--- src/rtl/rr_mux_arbiter.sv ---
// rr_mux_arbiter: round-robin grant and select for an N-way mux feeding a 1-entry output register.
// Latency: the edge that accepts a word also loads out_data/out_sel and raises out_valid (1 register stage).
// Backpressure: out_ready=0 holds the register and forces req_ready=0; define RR_ARB_BURST_LOCK_EN for burst lock.
module rr_mux_arbiter #(
  parameter  int N     = 4,
  parameter  int WIDTH = 4,
  localparam int SEL_W = $clog2(N)
) (
  input  logic               clk,
  input  logic               rst,
  input  logic [N-1:0]       req,
  input  logic [N*WIDTH-1:0] req_data,
  output logic [N-1:0]       req_ready,
  output logic               out_valid,
  output logic [WIDTH-1:0]   out_data,
  output logic [SEL_W-1:0]   out_sel,
  input  logic               out_ready
`ifdef RR_ARB_BURST_LOCK_EN
  ,
  input  logic [N-1:0]       req_last
`endif
);

  typedef enum logic {IDLE, BUSY} state_t;

  state_t           state_q, state_d;
  logic [SEL_W-1:0] ptr_q;
  logic [SEL_W-1:0] grant;
  logic [N-1:0]     eligible;
  logic             found;
  logic             accept;
  logic             hold_ptr;

`ifdef RR_ARB_BURST_LOCK_EN
  logic             locked_q;
  logic [SEL_W-1:0] lock_idx_q;

  // While locked only the burst owner is eligible; if it drops req nobody is granted.
  always_comb begin
    eligible = '0;
    for (int i = 0; i < N; i++) begin
      eligible[i] = req[i] & (~locked_q | (lock_idx_q == SEL_W'(i)));
    end
  end

  assign hold_ptr = ~req_last[grant];

  always_ff @(posedge clk or posedge rst) begin
    if (rst) begin
      locked_q   <= 1'b0;
      lock_idx_q <= '0;
    end else if (accept) begin
      locked_q   <= hold_ptr;
      lock_idx_q <= grant;
    end
  end
`else
  assign eligible = req;
  assign hold_ptr = 1'b0;
`endif

  // First eligible requester at or after ptr, wrapping N-1 -> 0.
  always_comb begin
    grant = '0;
    found = 1'b0;
    for (int k = 0; k < N; k++) begin
      if (!found && eligible[(int'(ptr_q) + k) % N]) begin
        grant = SEL_W'((int'(ptr_q) + k) % N);
        found = 1'b1;
      end
    end
  end

  always_comb begin
    state_d   = state_q;
    accept    = 1'b0;
    req_ready = '0;
    case (state_q)
      IDLE: begin
        if (found) begin
          accept  = 1'b1;
          state_d = BUSY;
        end
      end
      BUSY: begin
        if (out_ready) begin
          if (found) accept  = 1'b1;
          else       state_d = IDLE;
        end
      end
      default: state_d = IDLE;
    endcase
    if (rst) accept = 1'b0;
    if (accept) req_ready[grant] = 1'b1;
  end

  always_ff @(posedge clk or posedge rst) begin
    if (rst) state_q <= IDLE;
    else     state_q <= state_d;
  end

  always_ff @(posedge clk or posedge rst) begin
    if (rst) begin
      ptr_q    <= '0;
      out_data <= '0;
      out_sel  <= '0;
    end else if (accept) begin
      out_data <= req_data[int'(grant)*WIDTH +: WIDTH];
      out_sel  <= grant;
      if (!hold_ptr) ptr_q <= (grant == SEL_W'(N - 1)) ? '0 : grant + 1'b1;
    end
  end

  assign out_valid = (state_q == BUSY);

endmodule

--- config.mk ---
export PLATFORM = sky130hd
export DESIGN_NAME = rr_mux_arbiter
export DESIGN_NICKNAME = d
export VERILOG_FILES = /design/src/rtl/rr_mux_arbiter.sv
export SDC_FILE = /design/constraint.sdc
export NUM_CORES = 1
export LEC_CHECK = 0
export ABC_AREA = 1
export BUFFER_PORTS_ARGS = -buffer_cell sky130_fd_sc_hd__buf_2
export CAP_MARGIN = 25
export CORE_MARGIN = 2
export CORE_UTILIZATION = 55
export CTS_BUF_LIST = sky130_fd_sc_hd__clkbuf_8
export CTS_CLUSTER_SIZE = 40
export DETAILED_ROUTE_END_ITERATION = 8
export MAX_ROUTING_LAYER = met4
export PLACE_DENSITY_LB_ADDON = 0.12
export RECOVER_POWER = 25
export REMOVE_ABC_BUFFERS = 1
export SLEW_MARGIN = 30
export SYNTH_ARGS = -nofsm -noshare
export SYNTH_HDL_FRONTEND = slang
export SYNTH_SLANG_ARGS = --single-unit
--- constraint.sdc ---
create_clock -name clk -period 5.14 [get_ports clk]
set_input_delay 0.257 -clock clk [delete_from_list [all_inputs] [get_ports clk]]
set_output_delay 0.257 -clock clk [all_outputs]
set_load 0.005 [all_outputs]
==> impl_metrics.csv <==
group,metric,value,unit
outcome,status,"complete, no violations",
setup_path,cp_cell_sequence,"inv_2 -> nand2_1 -> nand2_4 -> nor2_2 -> nor2_4 -> nand3_4 -> nand3_2 -> inv_1 -> ha_1 -> inv_1 -> nor2_1 -> buf_2",
floorplan,die_w,46.0,µm
pwr,power.density,702,nW/µm²
yosys,yosysMostFrequentCell,"nand2_1",
placed_design,io_buffers,33,
global_route,grt_max_degree,14,
clock_network,cts_resized,0,
setup_path,worst_r2r_endpoint,"ptr_q[1]$_DFFE_PP0P_",
routing,finalWirelength,2040,µm
yosys,yosys_warnings,0,
yosys,yosysTopAreaCellShare,23.3,%
setup_path,critPathRequiredTime,4.88,ns
final_layout,drive_above_1_share,34.8,%
setup_path,r2r_slack,2.87,ns
clock_network,ctsLongestPathBuffers,2,
routing,detail-route-antenna-nets,0,
setup_path,rr_startpoint,"ptr_q[0]$_DFFE_PP0P_",
clock_network,ctsHoldBuffers,0,
routing,num_vias,992,
routing,dr.pass1.iters,4,
sta,max_slew_margin,69.1,%
sta,slew_viol_final,0,
final_layout,design_area,1160,µm²
clock_network,clk_latency,0.24,ns
final_layout,n_antenna_cell,0,
setup_path,crit_fanout,13,
yosys,avgSynthCellArea,6.54,µm²
yosys,synth_edf_count,0,
pwr,p_leak,0.696,nW
pwr,ir_drop,0.000424,V
placed_design,post-dp-hpwl,1640,µm
sta,grt_setup_unrepaired,"false",
yosys,synth_top_cell_by_area,"dfrtp_1",
sta,setup_tns,0,ns
routing,drt_iter0_drc,8,
yosys,synthTopCellsByArea,"dfrtp_1 23%, nand2_1 22%, nand3_1 9.3%",
setup_path,critPathMaxStageDelay,0.54,ns
clock_network,tritoncts.num_buffers,3,
setup_path,cp.arrival,2.35,ns
floorplan,num_io_pins,34,
sta,hold_viol,0,
setup_path,critPathKind,"reg2out",
yosys,async_flop_share,100,%
setup_path,worstSetupStartpointType,"flop",
global_route,grt_overflow,0,
sta,fmax,0.384,GHz
final_layout,areaGrowthSynthToFinish,19.4,%
final_layout,fin_nets,209,
global_route,grt_pass1_wl,3270,µm
routing,drcViolationCount,0,
floorplan,core_area,1690,µm²
placed_design,place_congestion,0.867,
global_route,grt_pass1_vias,826,
setup_path,crit_path_end_kind,"primary output",
routing,routed_via_density,5.01,
clock_network,postCtsSetupRepairBufs,0,
setup_path,reg2reg_depth,12,
clock_network,cts_tree,"done",
sta,setup_viol,0,
global_route,grt_usage,22.6,%
min_path,hold_class,"in2async",
floorplan,die_h,46.0,µm
placed_design,placed_area,1110,µm²
yosys,seq_area_frac_synth,23.3,%
routing,wl_per_cell,10.3,µm
floorplan,die-area,2110,µm²
setup_path,cpMaxStageDelayCell,"dfrtp_1",
yosys,synth_commonest_cells,"58 x nand2_1, 18 x nand3_1, 15 x inv_1",
sta,skew,0.00414,ns
floorplan,num_rows,15,
clock_network,cts_root_buf,"clkbuf_8",
sta,fin_crit,2.61,ns
setup_path,crit_top_cell,"inv_1",
sta,worst_pin_slew,0.463,ns
yosys,ys_ff_latch,9,
global_route,antenna_found_initial,0,
clock_network,clock_sinks,9,
clock_network,clk_pin_slew,0.05,ns
sta,period_share,50.7,%
yosys,yosysUniqueCellTypes,21,
yosys,syn_area,968,µm²
yosys,synth_flop_cell,"dfrtp_1",
clock_network,htree_levels,1,
floorplan,start_util,57.3,%
yosys,synthCells,148,
run,max_cap_viol_count,0,
## power breakdown
group | switching (mW) | internal (mW)
registers | 0.0281 | 0.104
clock network | 0.0300 | 0.0530
logic | 0.386 | 0.210
total | 0.444 | 0.368
## cell type report
class	count	area, µm²
multi-input combinational	115	623
fill	158	533
sequential	9	225
timing repair buffer	33	165
inverter	20	75.1
clock buffer	3	41.3
tap	17	21.3
clock inverter	1	5.00
## sequential cells by signal (all words and copies together), names as in the netlist
| signal | flops |
|---|---|
| out_data | 4 |
| out_sel | 2 |
| out_valid | 1 |
| ptr_q | 2 |
## layout by cell type (no fill, tap or decap), types with 3 or more instances in the layout
| cell type | Yosys | routed |
|---|---|---|
| buf_2 | 0 | 33 |
| clkbuf_8 | 0 | 3 |
| dfrtp_1 | 9 | 9 |
| ha_1 | 4 | 4 |
| inv_1 | 15 | 15 |
| inv_2 | 5 | 5 |
| nand2_1 | 58 | 58 |
| nand2_2 | 8 | 8 |
| nand2_4 | 3 | 3 |
| nand3_1 | 18 | 18 |
| nand3_2 | 3 | 3 |
| nor2_1 | 8 | 8 |
## logic make-up after synthesis
logic type	share of synthesized area (%)
simple gates	55.4
buf+inv	12.4
flops	23.3
fa+ha+maj	5.17
compound gates	3.75
## critical path, delay by kind of cell (launching register included)
| family | cells | cell delay (ns) |
|---|---|---|
| adders and majority gates | 1 | 0.15 |
| and+or+nand+nor | 7 | 0.93 |
| buffers and inverters | 4 | 0.49 |
| DFF | 1 | 0.54 |
## through the flow
stage | cells | total power [mW] | util [%] | hold slack, ns | worst slack, ns
2_1_floorplan | 144 | 0.603 | - | 0.115 | 3.12
3_3_place_gp | 194 | 0.718 | 65.7 | 0.277 | 2.88
3_5_place_dp | 194 | 0.730 | 65.7 | 0.287 | 2.79
4_1_cts | 198 | 0.820 | 68.4 | 0.0266 | 2.52
5_1_grt | 198 | 0.909 | 68.4 | 0.0606 | 2.35
6_report | 198 | 0.812 | 68.4 | 0.0229 | 2.53
## worst max path at each step
stage,from,to,cells after the start
2_1_floorplan,ptr_q[0]$_DFFE_PP0P_,req_ready[1],11
3_3_place_gp,ptr_q[0]$_DFFE_PP0P_,req_ready[1],12
3_5_place_dp,ptr_q[0]$_DFFE_PP0P_,req_ready[1],12
4_1_cts,ptr_q[0]$_DFFE_PP0P_,req_ready[1],12
5_1_grt,ptr_q[0]$_DFFE_PP0P_,req_ready[3],12
6_report,ptr_q[0]$_DFFE_PP0P_,req_ready[1],12
## layer usage
| layer | vias up | share of wire [%] | GRT usage (%) |
|---|---|---|---|
| met4 | 0 | 1.1 | 6.86 |
| li1 | 524 | - | - |
| met5 | - | 0 | - |
| met1 | 443 | 47 | 28.1 |
| met2 | 20 | 47 | 34.7 |
| met3 | 5 | 4.2 | 7.14 |
Power figures use the tool's default switching activity.
